==> src/rtl/cpu_clock_sequencer_if.sv <==
// Control/status bundle between the board/debug controls and the clock sequencer.
// The master drives run/step/divisor requests; the sequencer answers with tick, phase and status.
interface cpu_clock_sequencer_if #(
   parameter int DIV_W   = 16,
   parameter int PHASE_W = 2
);
   logic               run;
   logic               step;
   logic               div_load;
   logic [DIV_W-1:0]   div_value;
   logic               tick;
   logic [PHASE_W-1:0] phase;
   logic [1:0]         state;
   logic [DIV_W-1:0]   div_active;
   logic               div_pending;
   logic               step_done;

   modport master (
      output run, step, div_load, div_value,
      input  tick, phase, state, div_active, div_pending, step_done
   );

   modport slave (
      input  run, step, div_load, div_value,
      output tick, phase, state, div_active, div_pending, step_done
   );
endinterface

==> src/rtl/cpu_clock_sequencer.sv <==
// Run/stop/single-step sequencer producing the CPU's divided tick strobe and instruction phase.
// Starts, stops and divisor changes all take effect on instruction boundaries.
module cpu_clock_sequencer #(
   parameter int DIV_W       = 16,
   parameter int DEFAULT_DIV = 1,
   parameter int PHASES      = 4
) (
   input logic                   clk,
   input logic                   clr,
   cpu_clock_sequencer_if.slave  bus
);
   localparam int PHASE_W = $clog2(PHASES);
   localparam logic [PHASE_W-1:0] LAST_PHASE = PHASE_W'(PHASES - 1);
   localparam logic [DIV_W-1:0]   DIV_RESET  = DIV_W'(DEFAULT_DIV);

   typedef enum logic [1:0] {
      IDLE = 2'd0,
      RUN  = 2'd1,
      STEP = 2'd2
   } state_t;

   state_t             state_q;
   logic [DIV_W-1:0]   counter_q;
   logic [DIV_W-1:0]   div_active_q;
   logic [DIV_W-1:0]   div_pend_val_q;
   logic               div_pend_q;
   logic [PHASE_W-1:0] phase_q;
   logic               step_done_q;

   logic tick;
   logic boundary;

   // Tick is decoded purely from registers so the CPU sees a glitch-free, edge-aligned enable.
   assign tick     = (state_q != IDLE) && (counter_q == div_active_q);
   assign boundary = tick && (phase_q == LAST_PHASE);

   // NOTE: all state below uses non-blocking assignments so every register samples pre-edge values.
   always_ff @(posedge clk) begin
      if (!clr) begin
         state_q        <= IDLE;
         counter_q      <= '0;
         phase_q        <= '0;
         div_active_q   <= DIV_RESET;
         div_pend_val_q <= '0;
         div_pend_q     <= 1'b0;
         step_done_q    <= 1'b0;
      end else begin
         step_done_q <= 1'b0;
         if (state_q == IDLE) begin
            counter_q <= '0;
            phase_q   <= '0;
            if (bus.div_load) div_active_q <= bus.div_value;
            if (bus.run)       state_q <= RUN;
            else if (bus.step) state_q <= STEP;
         end else begin
            if (tick) begin
               counter_q <= '0;
               phase_q   <= (phase_q == LAST_PHASE) ? '0 : phase_q + 1'b1;
            end else begin
               counter_q <= counter_q + 1'b1;
            end

            if (boundary) begin
               // A load arriving on the boundary itself supersedes any older deferred value.
               if (bus.div_load)    div_active_q <= bus.div_value;
               else if (div_pend_q) div_active_q <= div_pend_val_q;
               div_pend_q <= 1'b0;

               if (state_q == STEP) begin
                  step_done_q <= 1'b1;
                  state_q     <= bus.run ? RUN : IDLE;
               end else begin
                  state_q     <= bus.run ? RUN : IDLE;
               end
            end else if (bus.div_load) begin
               div_pend_val_q <= bus.div_value;
               div_pend_q     <= 1'b1;
            end
         end
      end
   end

   assign bus.tick        = tick;
   assign bus.phase       = phase_q;
   assign bus.state       = state_q;
   assign bus.div_active  = div_active_q;
   assign bus.div_pending = div_pend_q;
   assign bus.step_done   = step_done_q;
endmodule

==> src/flat_wrapper.sv <==
// flat-port wrapper written by rule: the top's interface ports become plain ports
module cpu_clock_sequencer_flat 
#(
   parameter int DIV_W       = 16,
   parameter int DEFAULT_DIV = 1,
   parameter int PHASES      = 4
)
  (clk, clr, bus_run, bus_step, bus_div_load, bus_div_value, bus_tick, bus_phase, bus_state, bus_div_active, bus_div_pending, bus_step_done);
  cpu_clock_sequencer_if #(.DIV_W(DIV_W), .PHASE_W((2))) bus_i ();
  input logic clk;
  input logic clr;
  input wire logic [$bits(bus_i.run)-1:0] bus_run;
  input wire logic [$bits(bus_i.step)-1:0] bus_step;
  input wire logic [$bits(bus_i.div_load)-1:0] bus_div_load;
  input wire logic [$bits(bus_i.div_value)-1:0] bus_div_value;
  output wire logic [$bits(bus_i.tick)-1:0] bus_tick;
  output wire logic [$bits(bus_i.phase)-1:0] bus_phase;
  output wire logic [$bits(bus_i.state)-1:0] bus_state;
  output wire logic [$bits(bus_i.div_active)-1:0] bus_div_active;
  output wire logic [$bits(bus_i.div_pending)-1:0] bus_div_pending;
  output wire logic [$bits(bus_i.step_done)-1:0] bus_step_done;
  assign bus_i.run = bus_run;
  assign bus_i.step = bus_step;
  assign bus_i.div_load = bus_div_load;
  assign bus_i.div_value = bus_div_value;
  assign bus_tick = bus_i.tick;
  assign bus_phase = bus_i.phase;
  assign bus_state = bus_i.state;
  assign bus_div_active = bus_i.div_active;
  assign bus_div_pending = bus_i.div_pending;
  assign bus_step_done = bus_i.step_done;
  cpu_clock_sequencer #(.DIV_W(DIV_W), .DEFAULT_DIV(DEFAULT_DIV), .PHASES(PHASES)) u_core (.clk(clk), .clr(clr), .bus(bus_i));
endmodule
==> config.mk <==
export PLATFORM = sky130hd
export DESIGN_NAME = cpu_clock_sequencer_flat
export DESIGN_NICKNAME = d
export VERILOG_FILES = /design/src/rtl/cpu_clock_sequencer_if.sv /design/src/rtl/cpu_clock_sequencer.sv /design/src/flat_wrapper.sv
export SDC_FILE = /design/constraint.sdc
export NUM_CORES = 1
export LEC_CHECK = 0
export CAP_MARGIN = 25
export CORE_MARGIN = 4
export CORE_UTILIZATION = 57
export CTS_BUF_LIST = sky130_fd_sc_hd__clkbuf_16
export DETAILED_ROUTE_END_ITERATION = 8
export PLACE_DENSITY = 0.9
export SLEW_MARGIN = 10
export SYNTH_ARGS = -nofsm -noshare
export SYNTH_HDL_FRONTEND = slang
export SYNTH_SLANG_ARGS = --single-unit
==> constraint.sdc <==
create_clock -name clk -period 3.05 [get_ports clk]
set_input_delay 0.305 -clock clk [delete_from_list [all_inputs] [get_ports clk]]
set_output_delay 0.305 -clock clk [all_outputs]
set_load 0.005 [all_outputs]
# ---- Word level (Yosys, flattened, before mapping)
# Index checks and enable logic that the tools add are counted.
# Widths: inputs -> output; s select.
dict set report word_totals {
  word_cells 45
  output_inout_bits 23
  inputBits 21
  regBits 54
}
dict set report classes {
  reduce_logical 13
  bitwise_logic 3
  mux 14
  add_sub_neg 2
  eq_ne 6
}
# operator count
set ops {}
lappend ops {{$mux 16} 5}
lappend ops {{$add 16x1->16 const B} 1}
lappend ops {{$eq 16x16->1} 1}
lappend ops {{$mux 2} 5}
lappend ops {{$reduce_and 3->1} 2}
lappend ops {{$reduce_bool 2->1} 3}
lappend ops {{$reduce_or 3->1} 2}
lappend ops {{$eq 2x2->1 const B} 2}
lappend ops {{$mux 1} 4}
lappend ops {{$reduce_and 2->1} 2}
lappend ops {{$ne 3x2->1 const B} 1}
lappend ops {{$ne 3x3->1 const B} 1}
lappend ops {{$not 1->1} 3}
lappend ops {{$add 2x1->2 const B} 1}
lappend ops {{$logic_and 1x1->1} 2}
lappend ops {{$logic_not 2->1} 1}
lappend ops {{$ne 2x2->1 const B} 1}
lappend ops {{$reduce_or 2->1} 1}

# ---- Longest topological paths before layout
dict set report logic_depth {
  word_depth 5
  mapped_depth 8
  depth_no_buf 5
}

# ---- Worst setup path after synthesis
# No wires, ideal clock.
dict set report synth_timing {
  path_kind {register to register}
  from {register u_core.state_q[1], in the netlist u_core.bus.state[1]}
  to {register u_core.div_active_q[0], in the netlist u_core.bus.div_active[0]}
  path_buffers 1
  required_ns 2.929
  path_stages_with_launch 7
  arrival_time_ns 1.751
  synth_period_minus_slack_ns 1.871
  setup_ns 0.121
  slack_ns 1.179
  cell_sequence {dfxtp_1 > or2_2 > buf_2 > a21oi_1 > nor2b_1 > a2bb2oi_2 > mux2_2}
}
dict set report synth_via {
  elab_chain_cells 5
  word_cells_on_any_way 9
  classes_between {eq/ne: 2; mux: 1; reduce/logical: 6}
}
# element line
set synth_lines {}
lappend synth_lines {{start: declaration} cpu_clock_sequencer.sv:22} ;# state_t state_q;
lappend synth_lines {{start signal: assignment} cpu_clock_sequencer.sv:71} ;# state_q <= bus.run ? RUN : IDLE;
lappend synth_lines {{start signal: assignment} cpu_clock_sequencer.sv:73} ;# state_q <= bus.run ? RUN : IDLE;
lappend synth_lines {{$reduce_bool 2->1} cpu_clock_sequencer.sv:34} ;# assign tick = (state_q != IDLE) && (counter_q == div_active_q);
lappend synth_lines {{$logic_and 1x1->1} cpu_clock_sequencer.sv:34}
lappend synth_lines {{$logic_and 1x1->1} cpu_clock_sequencer.sv:35} ;# assign boundary = tick && (phase_q == LAST_PHASE);
lappend synth_lines {{$ne 3x2->1 (no source line) / $reduce_bool 2->1 (equally long branches)} --}
lappend synth_lines {{$reduce_and 3->1 (no source line)} --}
lappend synth_lines {{end signal: assignment} cpu_clock_sequencer.sv:52} ;# if (bus.div_load) div_active_q <= bus.div_value;
lappend synth_lines {{end signal: assignment} cpu_clock_sequencer.sv:65} ;# if (bus.div_load) div_active_q <= bus.div_value;
lappend synth_lines {{end signal: assignment} cpu_clock_sequencer.sv:66} ;# else if (div_pend_q) div_active_q <= div_pend_val_q;
lappend synth_lines {{end: declaration} cpu_clock_sequencer.sv:24} ;# logic [DIV_W-1:0] div_active_q;
# Several ways; a longest one is shown, not always the timed one.
# A chain may end at the register's enable or synchronous reset.

# ---- Final worst setup path
dict set report layout_timing {
  from {register u_core.counter_q[8]}
  to {output port bus_tick}
}
dict set report layout_via {
  elab_chain_cells 2
}
# element line
set layout_lines {}
lappend layout_lines {{start: declaration} cpu_clock_sequencer.sv:23} ;# logic [DIV_W-1:0] counter_q;
lappend layout_lines {{start signal: assignment} cpu_clock_sequencer.sv:60} ;# counter_q <= counter_q + 1'b1;
lappend layout_lines {{$eq 16x16->1} cpu_clock_sequencer.sv:34}
lappend layout_lines {{$logic_and 1x1->1} cpu_clock_sequencer.sv:34}
lappend layout_lines {{end: declaration} flat_wrapper.sv:16} ;# output wire logic [$bits(bus_i.tick)-1:0] bus_tick;
# No other way between the ends.

==> impl_metrics.json <==
{
  "drc": 0,
  "r2r_start": "u_core.counter_q[8]$_SDFF_PP0_",
  "worstSetupStartpointType": "flip-flop",
  "dp_hpwl_um": 3939,
  "power.share.clock_pct": 34.3,
  "core_um2": 4354,
  "rr_endpoint": "u_core.div_pend_val_q[0]$_SDFFE_PN0P_",
  "start_util_pct": 59.25,
  "cts_tree": "done",
  "drt-pass1-iter-count": 4,
  "p_comb_share_pct": 17.6,
  "cts_root_buf": "clkbuf_16",
  "htree_levels": 2,
  "cts_resized": 0,
  "die_h_um": 75.28,
  "boundaryPins": 44,
  "rrSetupSlack_ps": 910,
  "area_growth_pct": 22.50,
  "peakVddDrop_uv": 384.7,
  "power.switching_uw": 417.8,
  "port_buffers": 43,
  "worstMarginPinSlew_ps": 826.5,
  "clock_sinks": 54,
  "gp_congestion": 0.8338,
  "final_layout_size_suffix_gt1_share_pct": 10.00,
  "dr_total_vias": 2046,
  "final_max_slew_viol_count": 0,
  "synth_cell_types": 32,
  "dieWidth_um": 75.28,
  "setup_violations": 0,
  "grt-ovfl-total": 0,
  "antenna_cells": 0,
  "cts_setup_buffers": 0,
  "hold_viol": 0,
  "maxCapViolCount": 0,
  "ant_nets": 0,
  "sequentialPowerShare_pct": 48.1,
  "crit_start": "u_core.counter_q[8]$_SDFF_PP0_",
  "rows": 24,
  "async_flop_share_pct": 0,
  "die_area_um2": 5666,
  "slew_headroom_pct": 44.90,
  "grt_pass1_wl_um": 9135,
  "grt_max_degree": 38,
  "worst-path-max-fanout": 8,
  "cts_buffers": 5,
  "sw_frac_of_total_pct": 25.86,
  "synth_area_um2": 2580,
  "clockBufferDepth": 2,
  "nets": 343,
  "skew_ps": 5.112,
  "period_needed_ps": 2736,
  "crit_type": "flip-flop to output port",
  "endpoint_kind": "output port",
  "rr_worst_depth": 6,
  "synthCells": 282,
  "syn_nets": 305,
  "power_density_nw_per_um2": 511.1,
  "final.period_utilization_pct": 89.69,
  "holdWs_ps": 456.4,
  "dp_slack_ps": 740.9,
  "drt_iter0_drc": 123,
  "wl_um": 5545,
  "rsz0062_at_grt": "false",
  "path_clk_slew_ps": 70,
  "p_int_mw": 1.198,
  "leakage_nw": 1.202,
  "wl_per_cell_um": 14.91,
  "holdBufCountCts": 0,
  "clk_latency_ps": 300,
  "ys_warn_count": 0,
  "ys_seq_area_share_pct": 41.90,
  "antenna_found_initial": 0,
  "viasPerCell": 5.500,
  "synth_area_per_cell_um2": 9.149,
  "synth-seq-cells": 54,
  "required_ps": 2740,
  "hold_path.class": "flip-flop to flip-flop",
  "grt_pass1_vias": 1911,
  "synth-edff-count": 0,
  "status": "complete, no violations",
  "worstPathArrival_ps": 2430,
  "fmax_ghz": 0.3655,
  "synth_ff_type": "dfxtp_1",
  "worst_slack_ps": 314.3,
  "crit_end": "bus_tick",
  "grt_usage_pct": 21.31,
  "fin_tns_setup_ps": 0
}
-- sequential cells by signal (all words and copies together), names as in the netlist --
signal / cells
u_core.bus.div_active: 16
u_core.counter_q: 16
u_core.div_pend_val_q: 16
u_core.bus.phase: 2
u_core.bus.state: 2
u_core.bus.div_pending: 1
u_core.bus.step_done: 1
-- layout by cell type, fill, tap and decap left out, types with 2 or more instances in the layout --
master / netlist / routed
a21oi_1: 2 / 2
and2_1: 2 / 2
and3_1: 2 / 2
and4_1: 2 / 2
buf_4: 1 / 2
clkbuf_16: 0 / 5
clkdlybuf4s50_1: 0 / 42
clkinvlp_4: 0 / 2
dfxtp_1: 54 / 54
ha_1: 2 / 2
inv_1: 3 / 3
mux2_2: 16 / 16
mux2i_1: 34 / 34
nand2_1: 70 / 70
nand2b_1: 3 / 3
nand3_1: 6 / 6
nand4_1: 7 / 7
nor2_1: 21 / 21
nor3_1: 2 / 2
or2_2: 2 / 2
xnor2_1: 23 / 23
xor2_1: 7 / 7
-- through the flow --
step	utilization, %	cell area [um2]	power (mW)	cells
finish	72.59	3161	1.615	372
global route	72.59	3161	1.675	372
CTS	72.59	3161	1.619	372
detailed placement	69.37	3020	1.074	365
global placement	69.02	3005	1.062	364
floorplan	-	2580	0.9684	282
-- critical path: stages (launching register included) --
cell	delay, ps
dfxtp_1	440
xnor2_1	170
nand4_1	220
nor4_4	580
and2_1	220
clkdlybuf4s50_1	520
-- cells in the mapped netlist (2+ instances only) --
| cell | instances | area share (%) |
|---|---|---|
| a21oi_1 | 2 | 0.39 |
| and2_1 | 2 | 0.48 |
| and3_1 | 2 | 0.48 |
| and4_1 | 2 | 0.68 |
| buf_2 | 3 | 0.58 |
| buf_6 | 2 | 0.87 |
| clkbuf_1 | 8 | 1.2 |
| dfxtp_1 | 54 | 42 |
| ha_1 | 2 | 0.97 |
| inv_1 | 3 | 0.44 |
| mux2_2 | 16 | 7.0 |
| mux2i_1 | 34 | 13 |
| nand2_1 | 70 | 10 |
| nand2b_1 | 3 | 0.73 |
| nand3_1 | 6 | 1.2 |
| nand4_1 | 7 | 1.7 |
| nor2_1 | 21 | 3.1 |
| nor3_1 | 2 | 0.39 |
| or2_2 | 2 | 0.48 |
| xnor2_1 | 23 | 7.8 |
| xor2_1 | 7 | 2.4 |
-- area by class of cell --
class	count	area, um2
multi-input combinational	210	1408
sequential	54	1081
timing repair buffer	46	455.4
clock buffer	5	125.1
tap	52	65.06
fill	313	1194
clock inverter	2	15.01
inverter	3	11.26
-- cells by family (layout without fill, tap and decap cells) --
family / Yosys count / in the layout / synth area share [%]
fa+ha+maj: 2 / 2 / 0.9698
simple gates: 121 / 121 / 21.10
compound gates: 7 / 7 / 2.134
mux: 50 / 50 / 20.17
flops: 54 / 54 / 41.90
xor+xnor: 30 / 30 / 10.18
buf+inv: 18 / 56 / 3.540
-- layer usage --
| layer | up-vias | part of all wire, % | track usage [%] |
|---|---|---|---|
| met5 | - | 0 | 0 |
| met4 | 0 | 1.7 | 6.214 |
| met3 | 13 | 4.6 | 6.275 |
| met2 | 45 | 49 | 35.30 |
| met1 | 982 | 44 | 26.99 |
| li1 | 1006 | - | - |
-- worst min-delay path by stage --
stage                                      startpoint  cells after the start                                     end
2_1_floorplan  u_core.div_pend_val_q[10]$_SDFFE_PN0P_                      2  u_core.div_pend_val_q[10]$_SDFFE_PN0P_
3_3_place_gp    u_core.div_pend_val_q[3]$_SDFFE_PN0P_                      2   u_core.div_pend_val_q[3]$_SDFFE_PN0P_
3_5_place_dp   u_core.div_pend_val_q[14]$_SDFFE_PN0P_                      2  u_core.div_pend_val_q[14]$_SDFFE_PN0P_
4_1_cts        u_core.div_pend_val_q[14]$_SDFFE_PN0P_                      2  u_core.div_pend_val_q[14]$_SDFFE_PN0P_
5_1_grt         u_core.div_pend_val_q[1]$_SDFFE_PN0P_                      2   u_core.div_pend_val_q[1]$_SDFFE_PN0P_
6_report       u_core.div_pend_val_q[14]$_SDFFE_PN0P_                      2  u_core.div_pend_val_q[14]$_SDFFE_PN0P_
-- power by group through the flow --
stage | Combinational [mW] | Sequential [mW] | Clock, mW
2_1_floorplan | 0.182 | 0.786 | 0
3_3_place_gp | 0.272 | 0.790 | 0
3_5_place_dp | 0.282 | 0.792 | 0
4_1_cts | 0.286 | 0.777 | 0.557
5_1_grt | 0.308 | 0.781 | 0.586
6_report | 0.284 | 0.777 | 0.555
Note: power is estimated with default switching activity, not from simulation.
==> RTL edit, RTL diff (same flow settings) <==
Add an input register stage for `clr`, without a reset; this delays it by one clock. The other inputs are not delayed to match.
--- a/src/rtl/cpu_clock_sequencer.sv
+++ b/src/rtl/cpu_clock_sequencer.sv
@@ -20,4 +20,10 @@
    } state_t;
 
+   logic clr_q;
+
+   always_ff @(posedge clk) begin
+      clr_q <= clr;
+   end
+
    state_t             state_q;
    logic [DIV_W-1:0]   counter_q;
@@ -37,5 +43,5 @@
    // NOTE: all state below uses non-blocking assignments so every register samples pre-edge values.
    always_ff @(posedge clk) begin
-      if (!clr) begin
+      if (!clr_q) begin
          state_q        <= IDLE;
          counter_q      <= '0;
Check against the original RTL: not equivalent (Yosys sat finds a counterexample within 4 cycles, from zero or initial values).
==> RTL edit against the original RTL <==
Sequential cell count up 1; largest power group unchanged; setup slack improved by 0.30 ns; combinational power increased by 32%; total power grew 8.8%; synthesized area grew 14%; final cell count increased by 15%; register-to-register slack gained 0.16 ns; wire length up 21%; die area up 12%; critical path depth unchanged; sequential power is 5.7% higher; final area increased by 12%; largest cell class unchanged; clock skew up 0.0016 ns.
==> RTL edit: results <==
{
  "status": "complete, no violations",
  "min_path_type": "in2reg",
  "fillers": 342,
  "yosys.area_share.adder_pct": 0.851,
  "routabilityCongestion": 0.820,
  "critPathLaunch": "u_core.bus.state[1]",
  "ys_types": 41,
  "worst_r2r_endpoint": "u_core.bus.div_active[1]",
  "worst_slew_pin_slew_ns": 0.761,
  "peakVddDrop_mv": 0.265,
  "holdPathEnd": "u_core.clr_q",
  "crit_path_top_delay_cell": "clkdlybuf4s50_1",
  "ys_top_cells_by_count": "nand2_1 (57), dfxtp_1 (55), mux2i_1 (31)",
  "netlist_instances": 318,
  "worst-path-max-fanout": 9,
  "avgViaCountPerCell": 5.66,
  "synth_seq_area_share_pct": 37.5,
  "drive_gt1_share_pct": 11.1,
  "reg2reg_setup_slack_ns": 1.07,
  "muxShareOfSynthArea_pct": 10.9,
  "place_inst": 418,
  "grt_usage_pct": 22.6,
  "drtPass1Iterations": 4,
  "rr_worst_depth": 5,
  "synth-compound-area-share_pct": 15.7,
  "nets": 381,
  "hpwl_um": 4700,
  "arrival_ns": 2.13,
  "post-place-ws_ns": 0.907,
  "holdWs_ns": 0.454,
  "grt_max_degree": 49,
  "placed_cell_area_mm2": 0.00340,
  "synth_area_leaders": "dfxtp_1 (37%), mux2i_1 (11%), nand2_1 (7.3%)",
  "drtIter0Drc": 173,
  "synthToLayoutAreaGrowth_pct": 20.5,
  "synth_xor_area_share_pct": 10.5,
  "crit_path_max_incr_delay_ns": 0.49,
  "finalWirelength_um": 6700,
  "num_vias": 2413,
  "grt_pass1_wl_um": 11200,
  "clock_skew_ns": 0.00675,
  "p_leak_nw": 1.37,
  "reg2reg_from": "u_core.bus.div_active[5]",
  "holdPathStages": 1
}
## RTL edit: changes by cell type in the layout (fill, tap and decap cells not counted), moves of 4 or more
| cell | unedited run | this run |
|---|---|---|
| xnor2_2 | 0 | 6 |
| inv_1 | 3 | 23 |
| a22o_1 | 0 | 16 |
| o221ai_1 | 0 | 5 |
| and3_1 | 2 | 6 |
| nand2_1 | 70 | 57 |
| xnor2_1 | 23 | 19 |
| o221ai_2 | 0 | 10 |
| mux2_2 | 16 | 1 |
## RTL edit: power breakdown
group          leakage (nW)  internal (mW)  switching [mW]
Combinational         0.845          0.191           0.186
Clock                0.0710          0.301           0.260
Sequential            0.449          0.764          0.0561
## RTL edit: worst max-delay path: cells and delay by family, from the launching register on
family / cells / cell delay [ns]
and+or+nand+nor: 4 / 0.96
buffers and inverters: 1 / 0.49
DFF: 1 / 0.40
## RTL edit: metal layers
metal / share of wire, % / GRT usage [%]
met5: 0 / 0
met4: 1.4 / 7.94
met3: 5.1 / 4.51
met2: 50 / 37.6
met1: 43 / 29.1
## RTL edit: kinds of logic (layout without fill, tap and decap cells)
family	Yosys count	after routing
AOI/OAI and AO/OA	47	47
xor gates and xnor gates	30	30
adders and majority gates	2	2
buffers and inverters	37	78
DFF	55	55
muxes	32	32
and+or+nand+nor	115	115
## RTL edit: area by class of cell
cell class              count  share of cell area (%)
clock buffers               5                    3.53
flip-flops and latches     55                    31.1
well taps                  67                    2.37
clock inverters             3                   0.459
inverters                  22                    2.33
repair buffers             48                    13.2
multi-input cells         226                    47.0
## RTL edit: worst max path at each step
stage	slack [ns]	cells past startpoint	end
2_1_floorplan	1.39	6	u_core.bus.div_active[14]
3_3_place_gp	0.93	5	bus_tick
3_5_place_dp	0.91	5	bus_tick
4_1_cts	0.60	5	bus_tick
5_1_grt	0.46	5	bus_tick
6_report	0.61	5	bus_tick
